==> src/rtl/uart_hd.sv <==
// uart_hd -- half-duplex single-wire UART for the UPDI link.
//
// One open-drain line carries both directions. The transmitter pulls the line
// low through line_oe; the receiver watches the synchronised line level and
// ignores it while the transmitter is active, so the device never receives its
// own echo. Break generation (long low pulse plus a released guard bit) and
// break detection (all-zero frame including parity and stop bits) are
// supported. Received frames, together with their parity and framing error
// flags, go into a small first-word-visible FIFO.
//
// Ports
//   clk            system clock, rising edge
//   rst_n          asynchronous active-low reset
//   tx_data        word to send (DATA_BITS wide)
//   tx_valid       tx_data valid
//   tx_ready       transmitter accepts tx_data / send_break this cycle
//   send_break     request a break, has priority over tx_valid
//   line_oe        1 = pull the line low, 0 = release
//   line_i         line level, asynchronous
//   rx_data        FIFO head data
//   rx_parity_err  FIFO head parity error flag
//   rx_frame_err   FIFO head framing error flag
//   rx_valid       FIFO not empty
//   rx_ready       pop FIFO head when rx_valid
//   rx_break       one-cycle pulse, break received
//   rx_overflow    one-cycle pulse, frame dropped because FIFO was full
//   busy           transmitter or receiver in a frame
module uart_hd #(
  parameter int    DATA_BITS     = 8,
  parameter string PARITY_BIT    = "even",
  parameter int    STOP_BITS     = 2,
  parameter int    CLKS_PER_BIT  = 16,
  parameter int    BREAK_BITS    = 12,
  parameter int    RX_FIFO_DEPTH = 4
) (
  input  logic                 clk,
  input  logic                 rst_n,
  input  logic [DATA_BITS-1:0] tx_data,
  input  logic                 tx_valid,
  output logic                 tx_ready,
  input  logic                 send_break,
  output logic                 line_oe,
  input  logic                 line_i,
  output logic [DATA_BITS-1:0] rx_data,
  output logic                 rx_parity_err,
  output logic                 rx_frame_err,
  output logic                 rx_valid,
  input  logic                 rx_ready,
  output logic                 rx_break,
  output logic                 rx_overflow,
  output logic                 busy
);

  localparam bit   HAS_PAR = (PARITY_BIT != "none");
  localparam logic PAR_ODD = (PARITY_BIT == "odd");

  localparam int CW   = $clog2(CLKS_PER_BIT);
  localparam int MAXB = (BREAK_BITS > DATA_BITS) ? BREAK_BITS : DATA_BITS;
  localparam int IW   = $clog2(MAXB + 1);
  localparam int AW   = $clog2(RX_FIFO_DEPTH);
  localparam int WW   = DATA_BITS + 2;

  localparam logic [CW-1:0] CNT_LAST  = CW'(CLKS_PER_BIT - 1);
  localparam logic [CW-1:0] CNT_HALF  = CW'(CLKS_PER_BIT / 2 - 1);
  localparam logic [IW-1:0] DATA_LAST = IW'(DATA_BITS - 1);
  localparam logic [IW-1:0] STOP_LAST = IW'(STOP_BITS - 1);
  localparam logic [IW-1:0] BRK_LAST  = IW'(BREAK_BITS - 1);
  localparam logic [AW:0]   FIFO_FULL = (AW + 1)'(RX_FIFO_DEPTH);

  typedef enum logic [2:0] {
    TX_IDLE, TX_START, TX_DATA, TX_PARITY, TX_STOP, TX_BREAK, TX_GUARD
  } tx_state_t;

  typedef enum logic [2:0] {
    RX_IDLE, RX_START, RX_DATA, RX_PARITY, RX_STOP, RX_BRKWAIT
  } rx_state_t;

  // ---------------------------------------------------------------------------
  // Transmitter
  // ---------------------------------------------------------------------------
  tx_state_t            tx_state;
  logic [CW-1:0]        tx_cnt;
  logic [IW-1:0]        tx_idx;
  logic [DATA_BITS-1:0] tx_shift;
  logic                 tx_par;
  logic                 line_oe_reg;
  logic                 rdy_en_reg;   // holds tx_ready low while in reset
  rx_state_t            rx_state;
  logic                 tx_accept;

  assign tx_ready  = rdy_en_reg && (tx_state == TX_IDLE) && (rx_state == RX_IDLE);
  assign tx_accept = tx_ready && (tx_valid || send_break);
  assign line_oe   = line_oe_reg;

  // line_oe is registered: each state transition loads the level of the bit
  // that the new state drives, so the pin changes exactly on bit boundaries.
  always_ff @(posedge clk or negedge rst_n) begin
    if (!rst_n) begin
      tx_state    <= TX_IDLE;
      tx_cnt      <= '0;
      tx_idx      <= '0;
      tx_shift    <= '0;
      tx_par      <= 1'b0;
      line_oe_reg <= 1'b0;
      rdy_en_reg  <= 1'b0;
    end else begin
      rdy_en_reg <= 1'b1;
      if (tx_state == TX_IDLE) begin
        tx_cnt <= '0;
        tx_idx <= '0;
        if (tx_ready && send_break) begin
          tx_state    <= TX_BREAK;
          line_oe_reg <= 1'b1;
        end else if (tx_ready && tx_valid) begin
          tx_state    <= TX_START;
          tx_shift    <= tx_data;
          tx_par      <= (^tx_data) ^ PAR_ODD;
          line_oe_reg <= 1'b1;
        end else begin
          line_oe_reg <= 1'b0;
        end
      end else if (tx_cnt != CNT_LAST) begin
        tx_cnt <= tx_cnt + 1'b1;
      end else begin
        tx_cnt <= '0;
        case (tx_state)
          TX_START: begin
            tx_state    <= TX_DATA;
            line_oe_reg <= ~tx_shift[0];
          end
          TX_DATA: begin
            if (tx_idx == DATA_LAST) begin
              tx_idx <= '0;
              if (HAS_PAR) begin
                tx_state    <= TX_PARITY;
                line_oe_reg <= ~tx_par;
              end else begin
                tx_state    <= TX_STOP;
                line_oe_reg <= 1'b0;
              end
            end else begin
              tx_idx      <= tx_idx + 1'b1;
              tx_shift    <= tx_shift >> 1;
              line_oe_reg <= ~tx_shift[1];
            end
          end
          TX_PARITY: begin
            tx_state    <= TX_STOP;
            line_oe_reg <= 1'b0;
          end
          TX_STOP: begin
            if (tx_idx == STOP_LAST) begin
              tx_state <= TX_IDLE;
            end else begin
              tx_idx <= tx_idx + 1'b1;
            end
          end
          TX_BREAK: begin
            if (tx_idx == BRK_LAST) begin
              tx_idx      <= '0;
              tx_state    <= TX_GUARD;
              line_oe_reg <= 1'b0;
            end else begin
              tx_idx <= tx_idx + 1'b1;
            end
          end
          TX_GUARD: begin
            tx_state <= TX_IDLE;
          end
          default: begin
            tx_state    <= TX_IDLE;
            line_oe_reg <= 1'b0;
          end
        endcase
      end
    end
  end

  // ---------------------------------------------------------------------------
  // Receiver
  // ---------------------------------------------------------------------------
  logic                 sync1_reg, sync2_reg, prev_reg;
  logic                 armed_reg;
  logic [CW-1:0]        rx_cnt;
  logic [IW-1:0]        rx_idx;
  logic [DATA_BITS-1:0] rx_shift;
  logic                 rx_par_bit;
  logic                 rx_stop_low;
  logic                 rx_stop_high;
  logic                 push_reg;
  logic [WW-1:0]        push_word_reg;
  logic                 rx_break_reg;

  logic rx_tick, start_cond, stop_low_w, stop_high_w, perr_w, break_w;

  assign rx_tick     = (rx_cnt == CNT_LAST);
  // Falling edge seen only when re-armed (line seen high after our own TX)
  // and the transmitter is neither running nor starting this cycle.
  assign start_cond  = armed_reg && (tx_state == TX_IDLE) && !tx_accept &&
                       prev_reg && !sync2_reg;
  // Stop-bit summaries including the sample being taken right now.
  assign stop_low_w  = rx_stop_low | ~sync2_reg;
  assign stop_high_w = rx_stop_high | sync2_reg;
  assign perr_w      = HAS_PAR && (rx_par_bit != ((^rx_shift) ^ PAR_ODD));
  assign break_w     = (rx_shift == '0) && !(HAS_PAR && rx_par_bit) && !stop_high_w;

  always_ff @(posedge clk or negedge rst_n) begin
    if (!rst_n) begin
      sync1_reg     <= 1'b1;
      sync2_reg     <= 1'b1;
      prev_reg      <= 1'b1;
      armed_reg     <= 1'b0;
      rx_state      <= RX_IDLE;
      rx_cnt        <= '0;
      rx_idx        <= '0;
      rx_shift      <= '0;
      rx_par_bit    <= 1'b0;
      rx_stop_low   <= 1'b0;
      rx_stop_high  <= 1'b0;
      push_reg      <= 1'b0;
      push_word_reg <= '0;
      rx_break_reg  <= 1'b0;
    end else begin
      sync1_reg    <= line_i;
      sync2_reg    <= sync1_reg;
      prev_reg     <= sync2_reg;
      push_reg     <= 1'b0;
      rx_break_reg <= 1'b0;

      if (tx_state != TX_IDLE) begin
        armed_reg <= 1'b0;
      end else if (sync2_reg) begin
        armed_reg <= 1'b1;
      end

      case (rx_state)
        RX_IDLE: begin
          rx_cnt       <= '0;
          rx_idx       <= '0;
          rx_stop_low  <= 1'b0;
          rx_stop_high <= 1'b0;
          if (start_cond) begin
            rx_state <= RX_START;
          end
        end
        RX_START: begin
          // Half a bit after the edge: still low means a real start bit, and
          // from here on every full bit period lands in the middle of a bit.
          if (rx_cnt == CNT_HALF) begin
            rx_cnt   <= '0;
            rx_state <= sync2_reg ? RX_IDLE : RX_DATA;
          end else begin
            rx_cnt <= rx_cnt + 1'b1;
          end
        end
        RX_DATA: begin
          if (rx_tick) begin
            rx_cnt   <= '0;
            rx_shift <= {sync2_reg, rx_shift[DATA_BITS-1:1]};
            if (rx_idx == DATA_LAST) begin
              rx_idx   <= '0;
              rx_state <= HAS_PAR ? RX_PARITY : RX_STOP;
            end else begin
              rx_idx <= rx_idx + 1'b1;
            end
          end else begin
            rx_cnt <= rx_cnt + 1'b1;
          end
        end
        RX_PARITY: begin
          if (rx_tick) begin
            rx_cnt     <= '0;
            rx_par_bit <= sync2_reg;
            rx_state   <= RX_STOP;
          end else begin
            rx_cnt <= rx_cnt + 1'b1;
          end
        end
        RX_STOP: begin
          if (rx_tick) begin
            rx_cnt       <= '0;
            rx_stop_low  <= stop_low_w;
            rx_stop_high <= stop_high_w;
            if (rx_idx == STOP_LAST) begin
              if (break_w) begin
                rx_state     <= RX_BRKWAIT;
                rx_break_reg <= 1'b1;
              end else begin
                rx_state      <= RX_IDLE;
                push_reg      <= 1'b1;
                push_word_reg <= {perr_w, stop_low_w, rx_shift};
              end
            end else begin
              rx_idx <= rx_idx + 1'b1;
            end
          end else begin
            rx_cnt <= rx_cnt + 1'b1;
          end
        end
        RX_BRKWAIT: begin
          if (sync2_reg) begin
            rx_state <= RX_IDLE;
          end
        end
        default: rx_state <= RX_IDLE;
      endcase
    end
  end

  assign rx_break = rx_break_reg;
  assign busy     = (tx_state != TX_IDLE) || (rx_state != RX_IDLE);

  // ---------------------------------------------------------------------------
  // RX FIFO, first-word visible. Word layout: {parity_err, frame_err, data}.
  // ---------------------------------------------------------------------------
  logic [WW-1:0] fifo_mem [RX_FIFO_DEPTH];
  logic [AW-1:0] wptr_reg, rptr_reg;
  logic [AW:0]   count_reg;
  logic          overflow_reg;
  logic          fifo_full, fifo_pop, fifo_wr;
  logic [WW-1:0] head_word;

  assign fifo_full = (count_reg == FIFO_FULL);
  assign rx_valid  = (count_reg != '0);
  assign fifo_pop  = rx_valid && rx_ready;
  // A pop in the same cycle frees the slot, so a full FIFO still accepts.
  assign fifo_wr   = push_reg && (!fifo_full || fifo_pop);

  always_ff @(posedge clk) begin
    if (fifo_wr) begin
      fifo_mem[wptr_reg] <= push_word_reg;
    end
  end

  always_ff @(posedge clk or negedge rst_n) begin
    if (!rst_n) begin
      wptr_reg     <= '0;
      rptr_reg     <= '0;
      count_reg    <= '0;
      overflow_reg <= 1'b0;
    end else begin
      overflow_reg <= push_reg && fifo_full && !fifo_pop;
      if (fifo_wr) begin
        wptr_reg <= wptr_reg + 1'b1;
      end
      if (fifo_pop) begin
        rptr_reg <= rptr_reg + 1'b1;
      end
      case ({fifo_wr, fifo_pop})
        2'b10:   count_reg <= count_reg + 1'b1;
        2'b01:   count_reg <= count_reg - 1'b1;
        default: count_reg <= count_reg;
      endcase
    end
  end

  assign head_word     = fifo_mem[rptr_reg];
  assign rx_data       = head_word[DATA_BITS-1:0];
  assign rx_frame_err  = head_word[DATA_BITS];
  assign rx_parity_err = head_word[DATA_BITS+1];
  assign rx_overflow   = overflow_reg;

endmodule

==> config.mk <==
export PLATFORM = sky130hd
export DESIGN_NAME = uart_hd
export DESIGN_NICKNAME = d
export VERILOG_FILES = /design/src/rtl/uart_hd.sv
export SDC_FILE = /design/constraint.sdc
export NUM_CORES = 1
export LEC_CHECK = 0
export ABC_AREA = 0
export CAP_MARGIN = 15
export CORE_MARGIN = 2
export CORE_UTILIZATION = 30
export CTS_BUF_LIST = sky130_fd_sc_hd__clkbuf_4 sky130_fd_sc_hd__clkbuf_8 sky130_fd_sc_hd__clkbuf_16
export DETAILED_ROUTE_END_ITERATION = 10
export GPL_TIMING_DRIVEN = 0
export HOLD_SLACK_MARGIN = 0.05
export SLEW_MARGIN = 20
export SYNTH_ARGS = -nofsm -noshare
export SYNTH_HDL_FRONTEND = slang
export SYNTH_SLANG_ARGS = --single-unit
==> constraint.sdc <==
create_clock -name clk -period 2.8 [get_ports clk]
set_clock_uncertainty 0.05 [all_clocks]
set_input_delay 0.56 -clock clk [delete_from_list [all_inputs] [get_ports clk]]
set_output_delay 0.56 -clock clk [all_outputs]
set_load 0.02 [all_outputs]
==> key figures <==
Timing
  • Count of final hold-check violations: 0
  • Setup repair after global routing missed its margin: false
  • Slew Viols, Final: 0
  • Least-Margin Pin Slew: approximately 0.55 ns
  • Final setup vio count: 0
  • Final worst path period share: 0.960
  • Slew headroom: 0.634
  • Peak Freq: 372 MHz
  • Fin crit period: about 2.7 ns

Worst setup path
  • CP arrival: 2.08 ns
  • Critical path peak fanout: 10
  • Crit path launch type: flop
  • Crit path launch: rptr_reg[0]
  • Worst Setup End Kind: primary output
  • R2R cell count: 10
  • CP endpoint: rx_data[4]
  • RR Endpoint: count_reg[2]
  • Critical Path RT: between 2 and 2.5 ns
  • CP Class: reg2out
  • R2R Setup Slk: between 0.5 and 0.6 ns
  • Worst reg2reg path startpoint: count_reg[0]

Finish
  • Post-Layout Cell Count: about 660
  • Nets: 467
  • Layout fillers: 1577
  • # diodes: 0
  • Area growth syn-to-layout: 18.2%
  • Max FFs per register: 40
  • Most frequent cells in the layout: dfrtp_1, edfxtp_1, clkdlybuf4s50_1, nand2_1
  • Commonest non-fill, non-tap cell in the layout: dfrtp_1
  • Fraction of layout cells with a size suffix above 1: 0.131

Clocking
  • # clock sinks: between 100 and 150
  • H-tree Lvls: 3
  • # hold bufs at CTS: 0
  • Total CTS buffers: 9
  • Clk buf depth: 2
  • Clock-pin slew on the worst setup and hold paths: ~0.070 ns
  • Clock Latency Late Sink: 0.35 ns
  • CTS Root Cell: clkbuf_16
  • CTS tree: built

Floorplanning
  • Core region area: approximately 0.016 sq mm
  • Total Die Area: 0.0175 sq mm
  • I/O pin count: 30
  • Die Span X: approximately 130 um
  • Die H: about 130 um
  • Initial core utilization: 0.309
  • Row cnt: 46

Detailed routing
  • Post-route DRC: 0
  • DR vias/cell: 4.72
  • DR vias: 3109
  • Avg WL per Cell: 13.6 um
  • DR iter-0 viols: 167
  • Final ANT Viol Nets: 0
  • DR pass1 iterations: 5
  • Post-Route WL: 8.97 mm

Yosys
  • Sequential share of the synthesized area: 0.588
  • Synth Flop Type: dfrtp_1
  • Async set or reset register ratio after synthesis: 0.630
  • Yosys warnings: 0
  • Post-synth top area cell: dfrtp_1
  • Synth top area share: 0.329
  • Mapped cell area: a little under 0.005 sq mm
  • Syn Area/Cell: 12.5 sq um
  • EDFF count, synth: 40
  • Top post-synthesis cells by area: dfrtp_1, edfxtp_1, mux4_2
  • Count of different cell masters after synthesis: 57
  • Post-Syn Nets: 425
  • Synth Instances: 395
  • Register bit count reported by yosys: 108

Global route
  • GRT overflow: 0
  • Vias in the first global route: around 3200
  • First-pass GRT wire length: 15.3 mm
  • Total GRT Usage: 0.108
  • Initial antenna violation count: 0
  • Pin count of the biggest net entering global routing: 46

Place
  • Buffers on Ports: 29
  • RD Place Congestion: around 0.8
  • Post-DP HPWL: around 6.4 mm
  • Placed insts: 641

Run status
  • Run status: finished clean

Run
  • Max_cap viols: 0

Power
  • Power Total: 3.77 mW
  • Pwr dens: 646 mW/mm^2
  • Leak Pwr: 2.34 nW
  • Worst VDD drop: 295 uV

Min path
  • Hold Crit Class: in2async
## cell families after synthesis
family | after synthesis | share of synthesized area
compound gates | 80 | 0.0988
xor+xnor | 19 | 0.0337
fa+ha+maj | 16 | 0.0420
buf+inv | 39 | 0.0342
flops | 108 | 0.588
mux | 24 | 0.0826
other cells | 1 | 0.000759
simple gates | 108 | 0.120
## critical path, stage by stage, from the launching register on
cell and delay (ns):
dfrtp_1 0.43, buf_6 0.21, mux4_2 0.53, clkdlybuf4s50_1 0.56
## worst min-delay path by stage
stage	start	end	slack (ns)
after floorplan	rst_n	armed_reg	0.21
after global placement	sync1_reg	sync2_reg	0.30
after detailed placement	sync1_reg	sync2_reg	0.30
after CTS	rst_n	tx_par	0.06
after global routing	rst_n	tx_par	0.08
final	rst_n	tx_par	0.06
## synthesized netlist by cell type (4+ instances only)
master,number
dfrtp_1,65
edfxtp_1,40
nand2_1,26
nor2_1,24
o21ai_1,24
inv_1,23
a21oi_1,18
ha_1,15
xnor2_1,15
and2_1,11
mux4_2,10
nand3_1,10
o22ai_1,10
clkbuf_1,8
mux2_4,8
nand2b_1,6
nor2b_1,6
nor3_1,6
buf_2,5
mux2i_1,4
o21ai_0,4
xor2_1,4
## where the power goes
| part | leakage [nW] | switching [mW] | total, mW | internal (mW) |
|---|---|---|---|---|
| clock | 0.139 | 0.564 | 1.19 | 0.629 |
| sequential | 1.28 | 0.0770 | 1.78 | 1.71 |
| combinational | 0.925 | 0.428 | 0.793 | 0.365 |
## final cells by class
cell class,count,area (sq um),share of cell area
Tap cell,216,270,0.0463
Clock inverter,5,35.0,0.00600
Sequential cell,108,2910,0.498
Multi-Input combinational cell,248,1880,0.323
Buffer,14,82.6,0.0141
Timing Repair Buffer,31,325,0.0557
Clock buffer,11,240,0.0412
Inverter,25,93.8,0.0161
## metrics by stage
stage / TNS (ns) / setup WS, ns / hold WS, ns / util / instance area, sq um
6_report: 0 / 0.112 / 0.0572 / 0.365 / 5840
4_1_cts: 0 / 0.00154 / 0.0608 / 0.364 / 5820
3_3_place_gp: -80.40 / -1.22 / 0.297 / 0.344 / 5500
5_1_grt: 0 / 0.0184 / 0.0777 / 0.365 / 5840
2_1_floorplan: 0 / 0.585 / 0.214 / - / 4940
3_5_place_dp: -0.0425 / -0.0425 / 0.299 / 0.345 / 5530
## what timing repair did
item	in CTS	in global routing
gates resized for setup	5	2
pin swaps	0	2
setup endpoints to repair	11	10
setup buffers	0	1
## layer usage
metal,wire (um),track usage
met4,90,0.0305
met5,0,0
met3,375,0.0304
met1,4190,0.141
met2,4320,0.176
Note: power is estimated with default switching activity, not from simulation.
